[config.mk]
export PLATFORM = sky130hd
export DESIGN_NAME = vecmat_acc_32
export DESIGN_NICKNAME = d
export VERILOG_FILES = /design/src/rtl/vecmat_acc_32_pkg.sv /design/src/rtl/vecmat_acc_32_add_tree_stage.sv /design/src/rtl/vecmat_acc_32.sv
export SDC_FILE = /design/constraint.sdc
export NUM_CORES = 1
export LEC_CHECK = 0
export ABC_AREA = 0
export CAP_MARGIN = 20
export CORE_MARGIN = 3
export CORE_UTILIZATION = 43
export DETAILED_ROUTE_END_ITERATION = 10
export DONT_BUFFER_PORTS = 1
export PLACE_DENSITY = 0.6
export SYNTH_ARGS = -nofsm -noshare
export SYNTH_HDL_FRONTEND = slang
export SYNTH_HIERARCHICAL = 1
export SYNTH_SLANG_ARGS = --single-unit
[constraint.sdc]
create_clock -name clk -period 5.5 [get_ports clk]
set_input_delay 1.65 -clock clk [delete_from_list [all_inputs] [get_ports clk]]
set_output_delay 1.65 -clock clk [all_outputs]
set_load 0.01 [all_outputs]
[src/rtl/vecmat_acc_32_pkg.sv]
// Shared widths and accumulate-stage types for the 32-lane dot-product reduction.
// Lanes and results are signed fixed point with FRAC_BITS fractional bits.
package vecmat_acc_32_pkg;
  localparam int DATA_WIDTH = 16;
  localparam int FRAC_BITS  = 12;
  localparam int LANES      = 32;
  localparam int ACC_W      = 24;
  localparam int MAX_BEATS  = 8;
  localparam int CNT_W      = 4;

  typedef struct packed {
    logic signed [ACC_W-1:0] acc;
    logic [CNT_W-1:0]        cnt;
    logic                    done;
  } acc_st_t;

  // Beat count for the group: restarts at 1, saturates at all-ones.
  function automatic logic [CNT_W-1:0] cnt_next(input logic first, input logic [CNT_W-1:0] cnt);
    if (first) return CNT_W'(1);
    return (cnt == '1) ? cnt : cnt + 1'b1;
  endfunction
endpackage

[src/rtl/vecmat_acc_32_add_tree_stage.sv]
// One registered adder-tree level: N signed W-bit inputs -> N/2 sums of W+1 bits.
// valid/last are registered alongside so the data and its qualifiers stay aligned.
module add_tree_stage #(
  parameter int N = 2,
  parameter int W = 16
) (
  input  logic                   clk,
  input  logic                   reset,
  input  logic                   valid,
  input  logic                   last,
  input  logic [N*W-1:0]         data,
  output logic                   sum_valid,
  output logic                   sum_last,
  output logic [(N/2)*(W+1)-1:0] sum
);
  always_ff @(posedge clk) begin
    if (!reset) begin
      sum_valid <= 1'b0;
      sum_last  <= 1'b0;
    end else begin
      sum_valid <= valid;
      sum_last  <= valid & last;
    end
  end

  // Sign-extend before adding so no level ever truncates.
  always_ff @(posedge clk) begin
    for (int i = 0; i < N/2; i++) begin
      sum[i*(W+1) +: W+1] <= {data[2*i*W+W-1], data[2*i*W +: W]}
                           + {data[(2*i+1)*W+W-1], data[(2*i+1)*W +: W]};
    end
  end
endmodule

[src/rtl/vecmat_acc_32.sv]
// 32-lane adder tree + per-group accumulator producing one 16-bit dot-product element.
// Define VECMAT_ACC_SAT_EN to clamp out-of-range results instead of wrapping.
module vecmat_acc_32
  import vecmat_acc_32_pkg::*;
(
  input  logic                        clk,
  input  logic                        reset,
  input  logic                        in_valid,
  input  logic                        in_last,
  input  logic [LANES*DATA_WIDTH-1:0] lanes,
  output logic                        out_valid,
  output logic [DATA_WIDTH-1:0]       out_sum,
  output logic                        out_ovf,
  output logic [CNT_W-1:0]            out_count
);
  localparam int LVLS  = $clog2(LANES);
  localparam int SUM_W = DATA_WIDTH + LVLS;
  localparam logic signed [ACC_W-1:0] ACC_MAX = ACC_W'((1 << (DATA_WIDTH-1)) - 1);
  localparam logic signed [ACC_W-1:0] ACC_MIN = ~ACC_MAX;

  for (genvar k = 0; k < LVLS; k++) begin : g_lvl
    localparam int N = LANES >> k;
    localparam int W = DATA_WIDTH + k;
    logic [(N/2)*(W+1)-1:0] sum;
    logic vld, last;
    if (k == 0) begin : g_first
      add_tree_stage #(.N(N), .W(W)) u_stage (
        .clk, .reset, .valid(in_valid), .last(in_last), .data(lanes),
        .sum_valid(vld), .sum_last(last), .sum(sum)
      );
    end else begin : g_next
      add_tree_stage #(.N(N), .W(W)) u_stage (
        .clk, .reset, .valid(g_lvl[k-1].vld), .last(g_lvl[k-1].last), .data(g_lvl[k-1].sum),
        .sum_valid(vld), .sum_last(last), .sum(sum)
      );
    end
  end

  logic [SUM_W-1:0] t_sum;
  logic             t_vld, t_last;
  logic [ACC_W-1:0] acc_in;
  assign t_sum  = g_lvl[LVLS-1].sum;
  assign t_vld  = g_lvl[LVLS-1].vld;
  assign t_last = g_lvl[LVLS-1].last;
  assign acc_in = {{(ACC_W-SUM_W){t_sum[SUM_W-1]}}, t_sum};

  acc_st_t st;
  logic    first;

  always_ff @(posedge clk) begin
    if (!reset) begin
      st    <= '0;
      first <= 1'b1;
    end else begin
      st.done <= t_vld & t_last;
      if (t_vld) begin
        st.acc <= (first ? '0 : st.acc) + acc_in;
        st.cnt <= cnt_next(first, st.cnt);
        first  <= t_last;
      end
    end
  end

  logic                  hi, lo, ovf;
  logic [DATA_WIDTH-1:0] res;
  assign hi  = $signed(st.acc) > ACC_MAX;
  assign lo  = $signed(st.acc) < ACC_MIN;
  assign ovf = hi | lo | (st.cnt > CNT_W'(MAX_BEATS));

  always_comb begin
    res = st.acc[DATA_WIDTH-1:0];
`ifdef VECMAT_ACC_SAT_EN
    if (hi)      res = {1'b0, {(DATA_WIDTH-1){1'b1}}};
    else if (lo) res = {1'b1, {(DATA_WIDTH-1){1'b0}}};
`endif
  end

  always_ff @(posedge clk) begin
    if (!reset) begin
      out_valid <= 1'b0;
      out_sum   <= '0;
      out_ovf   <= 1'b0;
      out_count <= '0;
    end else begin
      out_valid <= st.done;
      if (st.done) begin
        out_sum   <= res;
        out_ovf   <= ovf;
        out_count <= st.cnt;
      end
    end
  end
endmodule

==> results of run 1 <==
-- logic make-up after synthesis --
family | after synthesis | synth area share
buf+inv | 235 | 0.0240
compound gates | 1294 | 0.224
simple gates | 919 | 0.116
fa+ha+maj | 579 | 0.198
xor+xnor | 439 | 0.102
mux | 36 | 0.00961
flops | 615 | 0.326
-- flip-flops by register name (all words and copies together) (netlist names) --
| name | cells |
|---|---|
| first | 1 |
| g_lvl.g_first.u_stage/sum | 272 |
| g_lvl.g_first.u_stage/sum_last | 1 |
| g_lvl.g_first.u_stage/sum_valid | 1 |
| g_lvl.g_next.u_stage/sum | 281 |
| g_lvl.g_next.u_stage/sum_last | 4 |
| g_lvl.g_next.u_stage/sum_valid | 4 |
| out_count | 4 |
| out_ovf | 1 |
| out_sum | 16 |
| out_valid | 1 |
| res | 16 |
| st | 13 |
-- Yosys cell counts (14+ instances only) --
| master | instances |
|---|---|
| dfxtp_1 | 615 |
| o31ai_1 | 28 |
| a31o_2 | 14 |
| nand3_1 | 87 |
| o211ai_1 | 41 |
| o22ai_1 | 16 |
| clkbuf_1 | 39 |
| o21ai_0 | 208 |
| a31oi_1 | 54 |
| a21o_1 | 180 |
| a211o_1 | 14 |
| nand4_1 | 34 |
| fa_1 | 32 |
| a21oi_1 | 408 |
| and2_1 | 21 |
| nor2b_1 | 71 |
| ha_1 | 547 |
| o21a_1 | 43 |
| a221oi_1 | 15 |
| o21ai_1 | 21 |
| a211oi_1 | 43 |
| nand2_1 | 230 |
| xor2_1 | 153 |
| mux2i_1 | 34 |
| o21bai_1 | 58 |
| nor3_1 | 71 |
| and3_1 | 31 |
| nor2_1 | 272 |
| nand2b_1 | 30 |
| inv_1 | 184 |
| xnor2_1 | 286 |
-- layer usage --
metal / vias up / part of all wire / global-route usage / routed length [µm]
li1: 15000 / - / - / -
met1: 13200 / 0.45 / 0.249 / 41700
met2: 575 / 0.48 / 0.339 / 44000
met3: 101 / 0.047 / 0.0370 / 4310
met4: 0 / 0.018 / 0.0411 / 1630
met5: - / 0 / 0 / 0
-- cell type report --
class / instances / area share
repair buffers: 4 / 0.000723
multi-input cells: 3267 / 0.591
flip-flops and latches: 615 / 0.296
well taps: 1155 / 0.0348
inverters: 186 / 0.0168
clock inverters: 36 / 0.0128
clock buffers: 91 / 0.0480
-- worst max-delay path: stages --
cell	delay [ns]
ha_1	0.22
fa_1	0.41
a21o_1	0.17
a21oi_1	0.46
o21ai_0	0.27
a311oi_1	0.50
nor2_1	0.11
a2111oi_0	0.29
mux2_2	0.22
-- worst paths after layout --
kind,startpoint,to,slack (ns),depth (start not counted)
setup / recovery,lanes[320],g_lvl[0].g_first.u_stage/sum[186]$_DFF_P_,1.74,9
setup reg to reg,first$_SDFFE_PN1P_,st[28]$_SDFFE_PN0P_,2.08,9
hold reg to reg,g_lvl[1].g_next.u_stage/sum[18]$_DFF_P_,g_lvl[2].g_next.u_stage/sum[0]$_DFF_P_,0.43,1
hold / removal,g_lvl[1].g_next.u_stage/sum[18]$_DFF_P_,g_lvl[2].g_next.u_stage/sum[0]$_DFF_P_,0.43,1
-- metrics by stage --
step	power (W)	hold WS [ns]
2_1_floorplan	0.0165	0.418
3_3_place_gp	0.0194	0.426
3_5_place_dp	0.0195	0.431
4_1_cts	0.0247	0.429
5_1_grt	0.0265	0.455
6_report	0.0244	0.431
-- report_power, final --
group / total, W / internal, W / switching, W / leakage, nW
clock network: 0.00503 / 0.00310 / 0.00193 / 1.23
registers: 0.00698 / 0.00617 / 0.000805 / 5.17
logic: 0.0124 / 0.00546 / 0.00694 / 11.9
total: 0.0244 / 0.0147 / 0.00968 / 18.3
==> run metrics, run 1 <==
fin util 0.478; die width 302 µm; CTS Hold Bufs 0; Post-synth EDFFs 0; Row Count 108; die footprint 91400 µm²; vias in the first global route 28.1k; Via density 5.41; Layout Area Growth over Synthesis 10.0%; pins over their slew limit 0; pwr dens 588 nW/µm²; top cell type's share of synthesized area 0.326; library cells used by synthesis 100; RSZ-0062 raised after global routing false; commonest non-fill, non-tap cell in the layout dfxtp_1; synthesized area 37800 µm²; Post-Syn Nets 5212; worst min-delay path class flop to flop; Initial Util 0.435; CP Capture Type flop; Worst-Margin Slew 1.01 ns; warnings from Yosys 6; Core ar. 86900 µm²; Synth area leaders dfxtp_1, ha_1, xnor2_1; Setup CP Type primary input to flop; postcts setup bufs 0; CP required 6.05 ns; Post-DP Area 39000 µm²; Most used DFF post-synth dfxtp_1; Die H 302 µm; #FFs+latches synth 615; fin area 41500 µm²; antenna cells 0; fin nets 5241; # IOs 538; pin count of the biggest net entering global routing 29; relative slew slack 0.325; routability cong. 0.906; root buf cell clkbuf_16; Placed Instances 5227; leading cell types in the layout, fill and taps excluded dfxtp_1, ha_1, a21oi_1, xnor2_1, nor2_1; Critical Path Source Type primary input; Final ANT Viol Nets 0; fraction of layout cells with a size suffix above 1 0.0460; initial antenna violation count 1; Max Freq 266 MHz; All-Layer GR Usage 0.194; Tmin final 3.76 ns; Non-Filler Instances 5354; # resized after CTS 0; DRC violations left 0; Final Hold Fails 0; critical path peak fanout 3; sequential share of the synthesized area 0.326; first-pass GRT wire length 145000 µm; drt total wl 91600 µm; dpl ws 1.15 ns; TNS Setup 0 ns; outcome finished clean; fin crit share 0.683; worst setup margin 1.74 ns; register area 12300 µm²; multi-input logic area 24500 µm²; Setup Viol. Count Final 0; cell leakage power 18.3 nW; Clk pin slew, worst setup/hold paths 0.06 ns; Via Count 29.0k; I/O Buffers 0; clk_lat worst skew 0.61 ns; Cells after Synth 4117; H-tree depth 3; WP data arrival 4.30 ns; CTS buffer count 72; first drt pass iteration count 7; area leader, netlist dfxtp_1; Synth async-reset ratio 0; DR WL/cell 17.1 µm; CTS tree done; remaining global-route overflow 0; clk buf depth 3; Final HPWL DP 74800 µm; Iteration-0 DRC Markers 1457; Fill cells 8284; clock sink total 615; VDD IR-drop max 0.000241 V; Mean Syn Cell Area 9.17 µm²; Post-Route Skew 0.0239 ns; # Max-Cap Violations 0
Note: power is estimated with default switching activity, not from simulation.
==> run 2: changes to the inputs <==
--- a/config.mk
+++ b/config.mk
@@ -5,7 +5,7 @@
 export SDC_FILE = /design/constraint.sdc
 export NUM_CORES = 1
 export LEC_CHECK = 0
-export ABC_AREA = 0
+export ABC_AREA = 1
 export CAP_MARGIN = 20
 export CORE_MARGIN = 3
 export CORE_UTILIZATION = 43
==> constraint.sdc (replaced) <==
create_clock -name clk -period 3.7 [get_ports clk]
set_input_delay 1.11 -clock clk [delete_from_list [all_inputs] [get_ports clk]]
set_output_delay 1.11 -clock clk [all_outputs]
set_load 0.01 [all_outputs]
==> run metrics, run 2 <==
drt total wl 116000 µm (+27%); Worst-Margin Slew 0.729 ns (-0.282 ns); worst setup margin 1.30 ns (-0.442 ns); CP Buf/Inv Count 2 (+2); synthesized area 46100 µm² (+22%); worst reg2reg endpoint res[12]$_SDFFE_PN0P_; DR WL/cell 13.3 µm (-22%); RSZ-0062 raised after global routing false; initial antenna violation count 6 (+5); pin count of the biggest net entering global routing 44 (+52%); sequential share of the synthesized area 0.267 (-0.0592); Critical Path Source Type flop; clk_lat worst skew 0.63 ns (+0.02 ns); routability cong. 0.916 (+1.1%); fraction of layout cells with a size suffix above 1 0.0398 (-0.00613); # IOs 538 (unchanged); clk buf depth 3 (unchanged); WP data arrival 2.91 ns (-1.39 ns); leading cell types in the layout, fill and taps excluded nand2_1, inv_1, dfxtp_1, ha_1, a21oi_1; Final Hold Fails 0 (unchanged); Initial Util 0.436 (+0.00124); Critical R2R Launch first$_SDFFE_PN1P_; pwr dens 763 nW/µm² (+30%); pins over their slew limit 0 (unchanged); commonest non-fill, non-tap cell in the layout nand2_1; Setup CP Type flop to flop; first-pass GRT wire length 189000 µm (+31%); relative slew slack 0.513 (+0.188); Critical Path, Cell by Cell buf_4, nor2_1, ha_1, fa_1, nand2_1, nand2_1, nand2_1, o21ai_2, nand2_1, nand2_1, nand2_1, nand2_1, o21ai_1, inv_1; Setup Viol. Count Final 0 (unchanged); fin crit share 0.648; Tmin final 2.40 ns; Mean Syn Cell Area 6.37 µm² (-31%); outcome finished clean; Hold Path Origin g_lvl[1].g_next.u_stage/sum_last$_SDFF_PN0_; library cells used by synthesis 38 (-62%); crit-path most repeated cell nand2_1; most frequent cell after synthesis nand2_1; WHS Endpoint g_lvl[2].g_next.u_stage/sum_last$_SDFF_PN0_; Post-synth EDFFs 0 (unchanged); # resized after CTS 0 (unchanged); Most used DFF post-synth dfxtp_1; Cells after Synth 7240 (+76%); warnings from Yosys 6 (unchanged); Row Count 119 (+10%); H-tree depth 3 (unchanged); die width 334 µm (+10%); Clk pin slew, worst setup/hold paths 0.06 ns (about the same); fin util 0.475 (-0.00288); R2R setup slack 1.30 ns (-0.78 ns); top cell type's share of synthesized area 0.267 (-0.0592); I/O Buffers 0 (unchanged); Via Count 41.6k (+44%); CP required 4.21 ns (-1.84 ns); max FFs per register 281 (unchanged); Core ar. 106000 µm² (+22%); Crit path max-delay family adder cells; first drt pass iteration count 6 (-1); critical path's slowest cell fa_1; vias in the first global route 38.5k (+37%); die footprint 111000 µm² (+22%); cell leakage power 29.2 nW (+60%); CP Capture Type flop; root buf cell clkbuf_16; postcts setup bufs 0 (unchanged); worst min-delay path class flop to flop; clock sink total 615 (unchanged); Post-Route Skew 0.0273 ns (+0.00342 ns); Layout Area Growth over Synthesis 9.07%; Worst path max stage delay 0.49 ns (about the same); most flop-heavy register g_lvl.g_next.u_stage/sum; Pwr Total 0.0384 W (+57%); fin nets 8395 (+60%); VDD IR-drop max 0.000406 V (+69%); Iteration-0 DRC Markers 2338 (+60%); Max Freq 417 MHz; Via density 4.76 (-12%); # Max-Cap Violations 0 (unchanged); All-Layer GR Usage 0.203 (+0.00901); CTS buffer count 73 (+1.4%); Final ANT Viol Nets 0 (unchanged); CTS Hold Bufs 0 (unchanged); TNS Setup 0 ns (unchanged); worst-case reg-to-reg path depth 14 (+5); DRC violations left 0 (unchanged); #FFs+latches synth 615 (unchanged); area leader, netlist dfxtp_1; Die H 334 µm (+10%); Final HPWL DP 98200 µm (+31%); largest registers g_lvl.g_next.u_stage/sum x281, g_lvl.g_first.u_stage/sum x272; hold slack 0.410 ns (-0.0203 ns); remaining global-route overflow 0 (unchanged); Synth async-reset ratio 0 (unchanged); Synth area leaders dfxtp_1, nand2_1, ha_1; commonest cells in the netlist nand2_1, inv_1, dfxtp_1; hold depth 2 (+1); dpl ws 1.12 ns (-0.0284 ns); CTS tree done; Post-Syn Nets 8335 (+60%); critical path peak fanout 25 (+22)
-- run 2: power by group --
group | leakage [nW] | internal, W | total, W | switching [W]
sequential | 5.17 | 0.00909 | 0.0102 | 0.00114
clock | 1.21 | 0.00443 | 0.00734 | 0.00290
combinational | 22.8 | 0.00746 | 0.0208 | 0.0133
-- run 2: cell families after synthesis --
| group | count (synthesis) | synth area share |
|---|---|---|
| AOI/OAI and AO/OA | 557 | 0.0629 |
| buffers and inverters | 1301 | 0.106 |
| adders and majority gates | 579 | 0.162 |
| and+or+nand+nor | 3938 | 0.355 |
| DFF | 615 | 0.267 |
| xor gates and xnor gates | 250 | 0.0475 |
-- run 2: metal layers --
metal	wire length, µm	part of all wire	GRT usage	vias up
met4	2860	0.025	0.0505	0
met5	0	0	0	-
met1	56900	0.49	0.282	18100
met2	51500	0.44	0.334	814
met3	5140	0.044	0.0267	155
li1	-	-	-	22500
-- run 2: metrics by stage --
stage / cells / cell area [µm²]
global route: 8749 / 50300
global placement: 8615 / 47800
floorplan: 7240 / 46100
finish: 8752 / 50300
CTS: 8746 / 50300
detailed placement: 8615 / 47800
-- run 2: worst max-delay path by stage --
stage,start,end,slack (ns),cells after the start
floorplan,lanes[192],g_lvl[0].g_first.u_stage/sum[116]$_DFF_P_,1.38,10
global route,first$_SDFFE_PN1P_,res[14]$_SDFFE_PN0P_,1.0,14
finish,first$_SDFFE_PN1P_,res[12]$_SDFFE_PN0P_,1.30,14
CTS,first$_SDFFE_PN1P_,res[12]$_SDFFE_PN0P_,1.30,14
detailed placement,lanes[192],g_lvl[0].g_first.u_stage/sum[114]$_DFF_P_,1.12,10
global placement,lanes[192],g_lvl[0].g_first.u_stage/sum[118]$_DFF_P_,1.12,10
-- run 2: final cells by class --
class | count | area, µm²
inverter | 1284 | 4820
clock inverter | 32 | 402
multi-input combinational | 5324 | 28900
fill | 11100 | 55500
antenna | 5 | 12.5
sequential | 615 | 12300
clock buffer | 99 | 2070
tap | 1391 | 1740
timing repair buffer | 2 | 35.0
-- run 2: worst register-to-register path: stages, from the launching register on --
cell	delay, ns
dfxtp_1	0.31
buf_4	0.29
nor2_1	0.10
ha_1	0.25
fa_1	0.49
nand2_1	0.09
nand2_1	0.07
nand2_1	0.14
o21ai_2	0.10
nand2_1	0.07
nand2_1	0.08
nand2_1	0.08
nand2_1	0.04
o21ai_1	0.14
inv_1	0.04
==> run 3: changes to the inputs <==
--- a/config.mk
+++ b/config.mk
@@ -5,7 +5,7 @@
 export SDC_FILE = /design/constraint.sdc
 export NUM_CORES = 1
 export LEC_CHECK = 0
-export ABC_AREA = 1
+export ABC_AREA = 0
 export CAP_MARGIN = 20
 export CORE_MARGIN = 3
 export CORE_UTILIZATION = 43
==> constraint.sdc (replaced) <==
create_clock -name clk -period 2.4 [get_ports clk]
set_input_delay 0.72 -clock clk [delete_from_list [all_inputs] [get_ports clk]]
set_output_delay 0.72 -clock clk [all_outputs]
set_load 0.01 [all_outputs]
==> run metrics, run 3 (same netlist as run 1, synthesis figures left out) <==
outcome finished, violations left; failing checks negative setup slack; die footprint 91400 µm² (-18%); CP Capture Type flop; Row Count 108 (-9.2%); commonest non-fill, non-tap cell in the layout dfxtp_1; Setup Viol. Count Final 4 (+4); R2R setup slack -0.11 ns (-1.41 ns); initial antenna violation count 6 (unchanged); DRC violations left 0 (unchanged); Critical Path Source Type flop; first-pass GRT wire length 148000 µm (-22%); Placed Instances 5531 (-36%); largest registers g_lvl.g_next.u_stage/sum x281, g_lvl.g_first.u_stage/sum x272; CP required 2.93 ns (-1.28 ns); first drt pass iteration count 6 (unchanged); register area 12300 µm² (about the same); Die H 302 µm (-9.4%); Critical R2R Launch first$_SDFFE_PN1P_; Via Count 30.3k (-27%); worst reg2reg endpoint st[28]$_SDFFE_PN0P_; Layout Area Growth over Synthesis 18.5%; Pwr Total 0.0571 W (+49%); CTS buffer count 72 (-1.4%); WHS Endpoint first$_SDFFE_PN1P_; fin nets 5562 (-34%); critical path peak fanout 5 (-80%); Final Hold Fails 0 (unchanged); Tmin final 2.51 ns (+0.110 ns); hold depth 1 (-1); WP data arrival 3.04 ns (+0.13 ns); CTS Hold Bufs 0 (unchanged); hold slack 0.249 ns (-0.162 ns); routability cong. 0.919 (+0.31%); CTS tree done; clock sink total 615 (unchanged); fin crit share 1.05 (+0.397); Core ar. 86900 µm² (-18%); vias in the first global route 29.3k (-24%); I/O Buffers 0 (unchanged); max FFs per register 281 (unchanged); Iteration-0 DRC Markers 1472 (-37%); leading cell types in the layout, fill and taps excluded dfxtp_1, ha_1, a21oi_1, buf_4, xnor2_1; Final ANT Viol Nets 0 (unchanged); pin count of the biggest net entering global routing 27 (-39%); pwr dens 1280 nW/µm² (+67%); Worst-Margin Slew 0.582 ns (-0.147 ns); VDD IR-drop max 0.000550 V (+36%); Clk pin slew, worst setup/hold paths 0.06 ns (about the same); fraction of layout cells with a size suffix above 1 0.144 (+0.104); cell leakage power 19.9 nW (-32%); Hold Path Origin reset; worst min-delay path class primary input to flop; drt total wl 93600 µm (-20%); die width 302 µm (-9.4%); Initial Util 0.435 (-0.00124); Post-Route Skew 0.0220 ns (-0.00531 ns); root buf cell clkbuf_16; Max Freq 398 MHz (-4.4%); RSZ-0062 raised after global routing true; clk buf depth 3 (unchanged); Non-Filler Instances 5685 (-35%); most flop-heavy register g_lvl.g_next.u_stage/sum; Via density 5.33 (+12%); relative slew slack 0.602 (+0.0885); # IOs 538 (unchanged); multi-input logic area 25400 µm² (-12%); worst-case reg-to-reg path depth 13 (-1); clk_lat worst skew 0.59 ns (-0.04 ns); worst setup margin -0.109 ns (-1.41 ns); # Max-Cap Violations 0 (unchanged); Final HPWL DP 76600 µm (-22%); Setup CP Type flop to flop; Fill cells 8103 (-27%); DR WL/cell 16.5 µm (+24%); H-tree depth 3 (unchanged); remaining global-route overflow 0 (unchanged); pins over their slew limit 0 (unchanged); All-Layer GR Usage 0.196 (-0.00756)
## run 3: cell types whose count changed in the layout (fill, tap and decap cells not counted), sizes merged, moves of 47 or more
cell	delta
a211oi	+47
o21ai	+120
nor2	-158
nand2	-2625
o21bai	+49
a31oi	+54
nor2b	+71
inv	-1101
buf	+322
xnor2	+223
nand3	-345
a21o	+175
## run 3: worst max path at each step
stage	from	cells after the start	end	slack (ns)
2_1_floorplan	lanes[256]	9	g_lvl[0].g_first.u_stage/sum[150]$_DFF_P_	-0.31
3_3_place_gp	lanes[256]	9	g_lvl[0].g_first.u_stage/sum[150]$_DFF_P_	-0.43
3_5_place_dp	lanes[256]	9	g_lvl[0].g_first.u_stage/sum[150]$_DFF_P_	-0.47
4_1_cts	first$_SDFFE_PN1P_	10	st[27]$_SDFFE_PN0P_	-0.09
5_1_grt	first$_SDFFE_PN1P_	12	st[28]$_SDFFE_PN0P_	-0.23
6_report	first$_SDFFE_PN1P_	13	st[28]$_SDFFE_PN0P_	-0.11
## run 3: timing repair
action                     CTS  global route
pin swaps                    9            39
setup endpoints to repair   15            42
gates resized for setup     23            93
gates cloned                 0             1
buffers inserted             3            13
## run 3: critical path, stage by stage, from the launching register on
cell      delay (ns)
dfxtp_4         0.37
buf_4           0.15
nor2b_4         0.13
ha_4            0.23
o211a_1         0.20
o21ai_0         0.07
buf_4           0.16
a311oi_2        0.10
buf_4           0.16
nor2_1          0.13
a31oi_2         0.13
buf_4           0.16
a2111o_1        0.37
nand4_1         0.09
## run 3: cell type report
cell class	instances	share of cell area
diodes	8	0.000447
clock buffers	101	0.0459
clock inverters	28	0.00819
inverters	186	0.0156
multi-input cells	3267	0.567
flip-flops and latches	615	0.275
well taps	1155	0.0323
repair buffers	325	0.0555
## run 3: through the flow
step | TNS [ns] | util | worst slack [ns] | area [µm²]
floorplan | -2.15 | - | -0.306 | 38100
global placement | -10.02 | 0.480 | -0.430 | 41700
detailed placement | -12.39 | 0.480 | -0.472 | 41700
CTS | -0.237 | 0.508 | -0.0898 | 44200
global route | -1.22 | 0.515 | -0.226 | 44700
finish | -0.219 | 0.515 | -0.109 | 44700
## run 3: routing by layer
layer	part of all wire	GRT usage	vias to the layer above
met1	0.47	0.266	13800
met3	0.046	0.0316	126
met4	0.024	0.0591	0
li1	-	-	15700
met5	0	0	-
met2	0.46	0.319	661
## run 3: power breakdown
part	leakage (nW)	internal [W]	switching, W
clock network	1.16	0.00675	0.00428
registers	5.16	0.0141	0.00184
logic	13.6	0.0139	0.0162
total	19.9	0.0348	0.0223
